### src/rtl/datapath_pkg.sv
// Shared datapath constants and types used by the return-address stack.
package datapath_pkg;

  localparam int RAS_ADDR_W = 32;
  localparam int RAS_DEPTH  = 8;
  localparam int RAS_PTR_W  = $clog2(RAS_DEPTH);

  typedef logic [RAS_ADDR_W-1:0] addr_t;

endpackage

### src/rtl/ras_storage.sv
// DEPTH x WIDTH register file: one synchronous write port, one combinational read port.
module ras_storage #(
  parameter int DEPTH = 8,
  parameter int WIDTH = 32,
  parameter int PTR_W = $clog2(DEPTH)
) (
  input  logic             clk,
  input  logic             we,
  input  logic [PTR_W-1:0] wr_index,
  input  logic [WIDTH-1:0] wr_data,
  input  logic [PTR_W-1:0] rd_index,
  output logic [WIDTH-1:0] rd_data
);

  logic [WIDTH-1:0] mem [DEPTH];

  // NOTE: the array is deliberately not reset; validity is tracked by the
  // owner's count, so clearing it would only cost a reset net to every bit.
  always_ff @(posedge clk) begin
    if (we) mem[wr_index] <= wr_data;
  end

  assign rd_data = mem[rd_index];

endmodule

### src/rtl/return_address_stack.sv
// Return-address stack for jal/jr prediction: circular buffer that overwrites the oldest entry when full.
// Optional RAS_STATS_EN adds saturating overflow/underflow event counters.
module return_address_stack
  import datapath_pkg::*;
#(
  parameter int DEPTH  = RAS_DEPTH,
  parameter int ADDR_W = RAS_ADDR_W
) (
  input  logic              Clk,
  input  logic              Reset,
  input  logic              Push,
  input  logic [ADDR_W-1:0] PushAddress,
  input  logic              Pop,
  input  logic              Flush,
  output logic [ADDR_W-1:0] PopAddress,
  output logic              PopValid,
  output logic [ADDR_W-1:0] TopAddress,
  output logic              Empty,
  output logic              Full,
  output logic              Overflow,
  output logic              Underflow
`ifdef RAS_STATS_EN
  ,
  output logic [15:0]       OverflowCount,
  output logic [15:0]       UnderflowCount
`endif
);

  localparam int PTR_W = $clog2(DEPTH);
  localparam logic [PTR_W:0] DEPTH_CNT = (PTR_W+1)'(DEPTH);

  logic [PTR_W-1:0]  top_q;
  logic [PTR_W:0]    count_q;
  logic [ADDR_W-1:0] top_data;

  logic do_push, do_pop, pop_hit, replace, push_only, ovf_hit, udf_hit;
  logic              wr_en;
  logic [PTR_W-1:0]  wr_index;

  assign Empty = (count_q == '0);
  assign Full  = (count_q == DEPTH_CNT);

  // NOTE: every signal driven here gets a value on every path, so no latches form.
  always_comb begin
    do_push   = Push & ~Flush;
    do_pop    = Pop & ~Flush;
    pop_hit   = do_pop & ~Empty;
    replace   = do_push & pop_hit;
    push_only = do_push & ~pop_hit;
    ovf_hit   = push_only & Full;
    udf_hit   = do_pop & Empty;
    wr_en     = (push_only | replace) & ~Reset;
    wr_index  = replace ? top_q : top_q + 1'b1;
  end

  ras_storage #(
    .DEPTH (DEPTH),
    .WIDTH (ADDR_W),
    .PTR_W (PTR_W)
  ) u_storage (
    .clk      (Clk),
    .we       (wr_en),
    .wr_index (wr_index),
    .wr_data  (PushAddress),
    .rd_index (top_q),
    .rd_data  (top_data)
  );

  // Stale storage must never leak out of an empty stack.
  assign TopAddress = Empty ? '0 : top_data;

  // NOTE: sequential state uses non-blocking assignments so every register
  // samples pre-edge values regardless of statement order.
  always_ff @(posedge Clk) begin
    if (Reset) begin
      top_q      <= '0;
      count_q    <= '0;
      PopAddress <= '0;
      PopValid   <= 1'b0;
      Overflow   <= 1'b0;
      Underflow  <= 1'b0;
    end else if (Flush) begin
      top_q     <= '0;
      count_q   <= '0;
      PopValid  <= 1'b0;
      Overflow  <= 1'b0;
      Underflow <= 1'b0;
    end else begin
      PopValid  <= pop_hit;
      Overflow  <= ovf_hit;
      Underflow <= udf_hit;
      if (pop_hit)      PopAddress <= top_data;
      else if (udf_hit) PopAddress <= '0;

      if (push_only) begin
        top_q <= top_q + 1'b1;
        if (!Full) count_q <= count_q + 1'b1;
      end else if (pop_hit && !replace) begin
        top_q   <= top_q - 1'b1;
        count_q <= count_q - 1'b1;
      end
    end
  end

`ifdef RAS_STATS_EN
  always_ff @(posedge Clk) begin
    if (Reset) begin
      OverflowCount  <= '0;
      UnderflowCount <= '0;
    end else begin
      if (ovf_hit && OverflowCount != 16'hFFFF)  OverflowCount  <= OverflowCount + 16'd1;
      if (udf_hit && UnderflowCount != 16'hFFFF) UnderflowCount <= UnderflowCount + 16'd1;
    end
  end
`endif

endmodule

### config.mk
export PLATFORM = sky130hd
export DESIGN_NAME = return_address_stack
export DESIGN_NICKNAME = d
export VERILOG_FILES = /design/src/rtl/datapath_pkg.sv /design/src/rtl/ras_storage.sv /design/src/rtl/return_address_stack.sv
export SDC_FILE = /design/constraint.sdc
export NUM_CORES = 1
export LEC_CHECK = 0
export BUFFER_PORTS_ARGS = -buffer_cell sky130_fd_sc_hd__buf_2
export CORE_MARGIN = 2
export CORE_UTILIZATION = 45
export DETAILED_ROUTE_END_ITERATION = 8
export HOLD_SLACK_MARGIN = 0.1
export RECOVER_POWER = 50
export REMOVE_ABC_BUFFERS = 1
export SYNTH_ARGS = -nofsm -noshare
export SYNTH_HDL_FRONTEND = slang
export SYNTH_SLANG_ARGS = --single-unit
### constraint.sdc
create_clock -name Clk -period 5.79 [get_ports Clk]
set_clock_uncertainty 0.1 [all_clocks]
set_input_delay 1.158 -clock Clk [delete_from_list [all_inputs] [get_ports Clk]]
set_output_delay 1.158 -clock Clk [all_outputs]
set_load 0.05 [all_outputs]
Word-level counts from Yosys, hierarchy flattened --
Memory sizes are Yosys's and may differ from the RTL's. A register that Yosys moved wholly into a read port is not among the register bits. Cells that the tools add are included. Widths: inputs -> output; s select.
Operators by class: bitwise operators 13, muxes and demuxes 13, add/sub/neg operators 4, reductions and logical operators 8, equal/unequal tests 2
Operator list (number):
- $mux 32 | 3
- $mux 3 | 5
- $mux 4 | 3
- $and 1x1->1 | 8
- $add 4x1->4 const B | 1
- $eq 4x4->1 const B | 1
- $logic_not 4->1 | 1
- $not 1->1 | 4
- $reduce_and 2->1 | 2
- $reduce_bool 2->1 | 2
- $sub 4x1->4 const B | 1
- $add 3x1->3 const B | 1
- $sub 3x1->3 const B | 1
- $mux 1 | 2
- $ne 2x2->1 const B | 1
- $reduce_or 2->1 | 1
- $logic_and 1x1->1 | 1
- $logic_not 1->1 | 1
- $or 1x1->1 | 1
Storage, ports and cells: bits of input ports 37, flip-flop bits (word level) 42, memory bits (writable) 256, output and inout bits 69, logic and storage cells 47, memories kept 1
Memory list:
- u_storage.mem | depth 8, bits a word 32, read ports 1, clocked after Yosys merged registers in 1, write ports 1, line ras_storage.sv:15 | logic [WIDTH-1:0] mem [DEPTH];

Longest topological paths before layout --
depth in word-level cells 10, gate-level depth with buffers 12, depth with buffers taken out 10

Cells and area by module --
From an unflattened synthesis, not the netlist that was laid out.
Unflattened totals: cell total of the unflattened synthesis 631, area, all modules 11775.0 µm²
Modules (own cells, without submodules):
- ras_storage | times used 1, area each 9825.7 µm², cells an instance 383, sequential area each 7687.4 µm²
- return_address_stack | times used 1, area each 1949.4 µm², cells an instance 248, sequential area each 840.8 µm²

Worst setup path before layout --
Ideal clock, no wire load.
path type input -> register, start input port Flush, end memory u_storage.mem[3][0] (enable), setup slack 1.549 ns, path buffers 1, required time 5.265 ns, arrival time 3.716 ns, setup time 0.425 ns, stages on the path 7, path through nand2b_1 -> nor2_1 -> ha_1 -> buf_2 -> mux2i_1 -> or3_1 -> nor2b_1
Between the ends: cells in the longest elaborated chain, start to end 9, elaborated cells between the ends (all ways) 12, those cells by class mux (3); bitwise (9)
RTL lines:
- start: declaration | line return_address_stack.sv:14 | input logic Flush,
- $not 1->1 (no source line) *
- $and 1x1->1 * | line return_address_stack.sv:46 | do_pop = Pop & ~Flush;
- $and 1x1->1 * | line return_address_stack.sv:47 | pop_hit = do_pop & ~Empty;
- named net pop_hit | line return_address_stack.sv:36 | logic do_push, do_pop, pop_hit, replace, push_only, ovf_hit, udf_hit;
- $not 1->1 | line return_address_stack.sv:49 | push_only = do_push & ~pop_hit;
- $and 1x1->1 | line return_address_stack.sv:49
- $or 1x1->1 | line return_address_stack.sv:52 | wr_en = (push_only | replace) & ~Reset;
- $and 1x1->1 | line return_address_stack.sv:52
- $mux 1 | line ras_storage.sv:20 | if (we) mem[wr_index] <= wr_data;
- $mux 1 (implied by the code) | line ras_storage.sv:20
- end: declaration | line ras_storage.sv:15
The timed path passes the listed nets; every way through them passes the cells marked *.

Worst setup path in the final report --
start register count_q[0], end output port Empty
Between the ends: cells in the longest elaborated chain, start to end 1
RTL lines:
- start: declaration | line return_address_stack.sv:33 | logic [PTR_W:0] count_q;
- start signal: assignment | line return_address_stack.sv:97 | if (!Full) count_q <= count_q + 1'b1;
- start signal: assignment | line return_address_stack.sv:100 | count_q <= count_q - 1'b1;
- $logic_not 4->1 | line return_address_stack.sv:40 | assign Empty = (count_q == '0);
- end: declaration | line return_address_stack.sv:18 | output logic Empty,
Every way passes these cells.

==> impl_results.md <==
- CTS tree: done
- Nets: 767
- Layout area overhead: 15.6%
- Routability cong.: roughly 0.69
- Required @ worst endpoint: between 4 and 5 ns
- Failing checks: capacitance limit, slew limit
- Share of the synthesized area in the top cell type: between 60 and 70%
- Max IR drop VDD: a little over 0.0002 V
- All-layer global routing usage: 17.6%
- Seq pwr share: slightly above 50%
- Netlist cell types: 34
- Post-DP HPWL: between 10000 and 15000 um
- Core Region: roughly 0.025 mm2
- Net load switching power: roughly 1.0 mW
- Tcrit/Tclk final: between 70% and 80%
- Crit path to: Empty
- Fin. Hold Viols: 0
- Post-route setup TNS: 0 ns
- Critical Path End Type: primary output
- DR DRC count: 0
- Largest net degree at the start of global routing: between 60 and 70
- Slew @ Worst Pin: between 2 and 2.5 ns
- Power per standard cell area: ~360 mW/mm2
- Antenna Nets Post-Route: 0
- Clk sinks: around 300
- Share of cells above drive strength 1: 21.4%
- Critical R2R Launch: count_q[0]
- Clock Pin Slew Worst Setup and Hold Paths: about 0.06 ns
- Largest area contributor in the netlist: edfxtp_1
- RSZ-0062 raised after global routing: no
- Max_cap viols: 2
- Post-layout min period: around 4.6 ns
- Multi-input combinational cell area: ~0.0028 mm2
- Starting density of the core: a little under half
- Vias: slightly below 6000
- Register Area: roughly 0.0086 mm2
- Postcts setup bufs: 0
- Tightest Hold Check Type: reg -> reg
- Cells after Synth: slightly above 600
- Detailed-route wire length per cell: 21.3 um
- Via density: roughly 5.4
- Port bufs: between 100 and 150
- Signal arrival time at the worst endpoint: approximately 3.3 ns
- Crit path max fanout: 35
- Power Total: between 4 and 5 mW
- Commonest non-fill, non-tap cells in the layout: edfxtp_1 (256), clkbuf_1 (83), mux4_2 (61)
- Leakage power: between 4 and 5 nW
- Reg2Reg Depth: 4
- Antenna violations before repair: 0
- CTS Root Cell: clkbuf_16
- DRT Pass-1 Iters: 4
- H-tree depth: 2
- # hold bufs at CTS: 0
- Vias in the first global route: about 6100
- FF-to-FF End: PopAddress[26]
- Congestion Overflow GR: 0
- Setup slack, reg-to-reg: 1.70 ns
- Outcome: finished, violations left
- Clock Power Share: 43.1%
- Top post-synthesis cells by area: edfxtp_1 (67%), mux4_2 (12%), dfxtp_1 (7.8%), mux2i_1 (3.2%), nor2_1 (1.5%)
- Num CTS Buffers: 34
- Sequential fraction of the synthesis area: around 74%
- Combinational power share: under 10%
- Internal: 3.71 mW
- Die W: 164 um
- Row Count: 58
- Clock Latency Late Sink: a little under 0.5 ns
- Critical Path Start: count_q[0]
- Yosys reg bits: ~300
- IO Pins: between 100 and 150
- Full die area: around 0.027 mm2
- Sw frac: 22.0%
- Fmax: approximately 0.22 GHz
- Commonest non-fill, non-tap cell in the layout: edfxtp_1
- Post-cts sizing count: 0
- Global-route wire length before repair: between 30000 and 40000 um
- Final Slew Violations: 70
- YS warnings: 0
- Die height: 164 um
- Netlist Area Pre-Place: 0.0116 mm2
- Avg Cell Area, Syn: 18.9 um2
- Setup violations, final: 0
- Drt total wl: about 23000 um
- Clock Path Buffers: 3
- Filler Cell Count: about 2000
- Starting DRT DRC Count: between 300 and 400
- Startpoint types: flip-flop
- Critical path class: reg -> out
- Slew HR: -35.0%
==> through the flow <==
step                hold slack, ns  utilization (%)  cells  area (um2)  worst slack [ns]
floorplan                    0.433                -    578       11300             0.405
finish                       0.347             53.0   1079       13400              1.21
CTS                          0.347             53.5   1078       13500              1.36
detailed placement           0.340             49.2   1016       12400              1.62
global placement             0.332             49.2   1016       12400              1.72
global route                 0.365             53.0   1078       13400             0.959
==> cells in the mapped netlist <==
library cell / instances
nand3b_1: 1
edfxtp_1: 256
or2_2: 1
or3_1: 4
clkbuf_1: 11
a21oi_1: 3
xor2_1: 4
mux4_2: 61
o21ai_0: 2
buf_6: 8
inv_1: 10
mux4_1: 3
nor3_1: 8
dfxtp_1: 45
mux2i_4: 1
o31ai_1: 2
o2111ai_1: 1
a31o_2: 1
a311oi_1: 1
a31oi_1: 4
nor4_4: 1
ha_1: 8
mux2i_1: 37
o211ai_1: 1
nand2_1: 34
buf_2: 13
clkbuf_2: 1
nand2b_1: 2
nor2b_1: 6
or4b_4: 1
xnor2_1: 1
nor2_1: 45
nor3b_1: 2
o21ai_1: 32
==> worst max-delay path, stage by stage, from the launching register on <==
cell	delay, ns
dfxtp_1	0.38
nor4_1	0.44
clkbuf_1	1.50
buf_2	0.49
==> cell families (layout without fill, tap and decap cells) <==
kind of cell	Yosys count	count (layout)	synth area share, %
multiplexers	102	102	16.0
flip-flops	301	301	74.4
XOR/XNOR	5	5	0.379
AND/OR/NAND/NOR	105	105	4.12
AO/OA/AOI/OAI	47	47	2.24
buffers and inverters	43	180	2.07
adder cells (fa/ha/maj)	8	8	0.867
other	0	1	0
==> final cells by class <==
type | count | area share (%)
repair buffers | 108 | 3.44
well taps | 330 | 3.09
clock inverters | 9 | 0.562
inverters | 10 | 0.281
flip-flops and latches | 301 | 64.4
multi-input cells | 267 | 20.7
diodes | 1 | 0.0187
clock buffers | 53 | 7.53
==> registers in the layout (all words and copies together) (netlist names), named ones only <==
signal / cells
Overflow: 1
Underflow: 1
u_storage.mem: 256
PopValid: 1
top_q: 3
count_q: 4
PopAddress: 32
==> power by group through the flow <==
stage                     clock network [mW]  registers (mW)  logic, mW
after floorplan                            0            2.47      0.187
after global placement                     0            2.45      0.305
after detailed placement                   0            2.45      0.312
after CTS                               2.10            2.40      0.313
after global routing                    2.18            2.41      0.324
final                                   2.05            2.40      0.300
==> metal layers <==
metal / up-vias / wire (um) / global-route usage, % / part of all wire, %
li1: 2633 / - / - / -
met1: 2968 / 9990 / 24.1 / 43
met2: 167 / 11300 / 28.9 / 49
met3: 32 / 1290 / 2.90 / 5.6
met4: 0 / 399 / 5.82 / 1.7
met5: - / 0 / 0 / 0
==> worst min path at each step <==
stage          cells after the start            from             end  slack (ns)
6_report                           2  PopAddress[21]  PopAddress[21]        0.35
5_1_grt                            2   PopAddress[2]   PopAddress[2]        0.36
4_1_cts                            2   PopAddress[6]   PopAddress[6]        0.35
3_5_place_dp                       2   PopAddress[6]   PopAddress[6]        0.34
3_3_place_gp                       2  PopAddress[10]  PopAddress[10]        0.33
2_1_floorplan                      2        top_q[1]       flip-flop        0.43
Note: power is estimated with default switching activity, not from simulation.
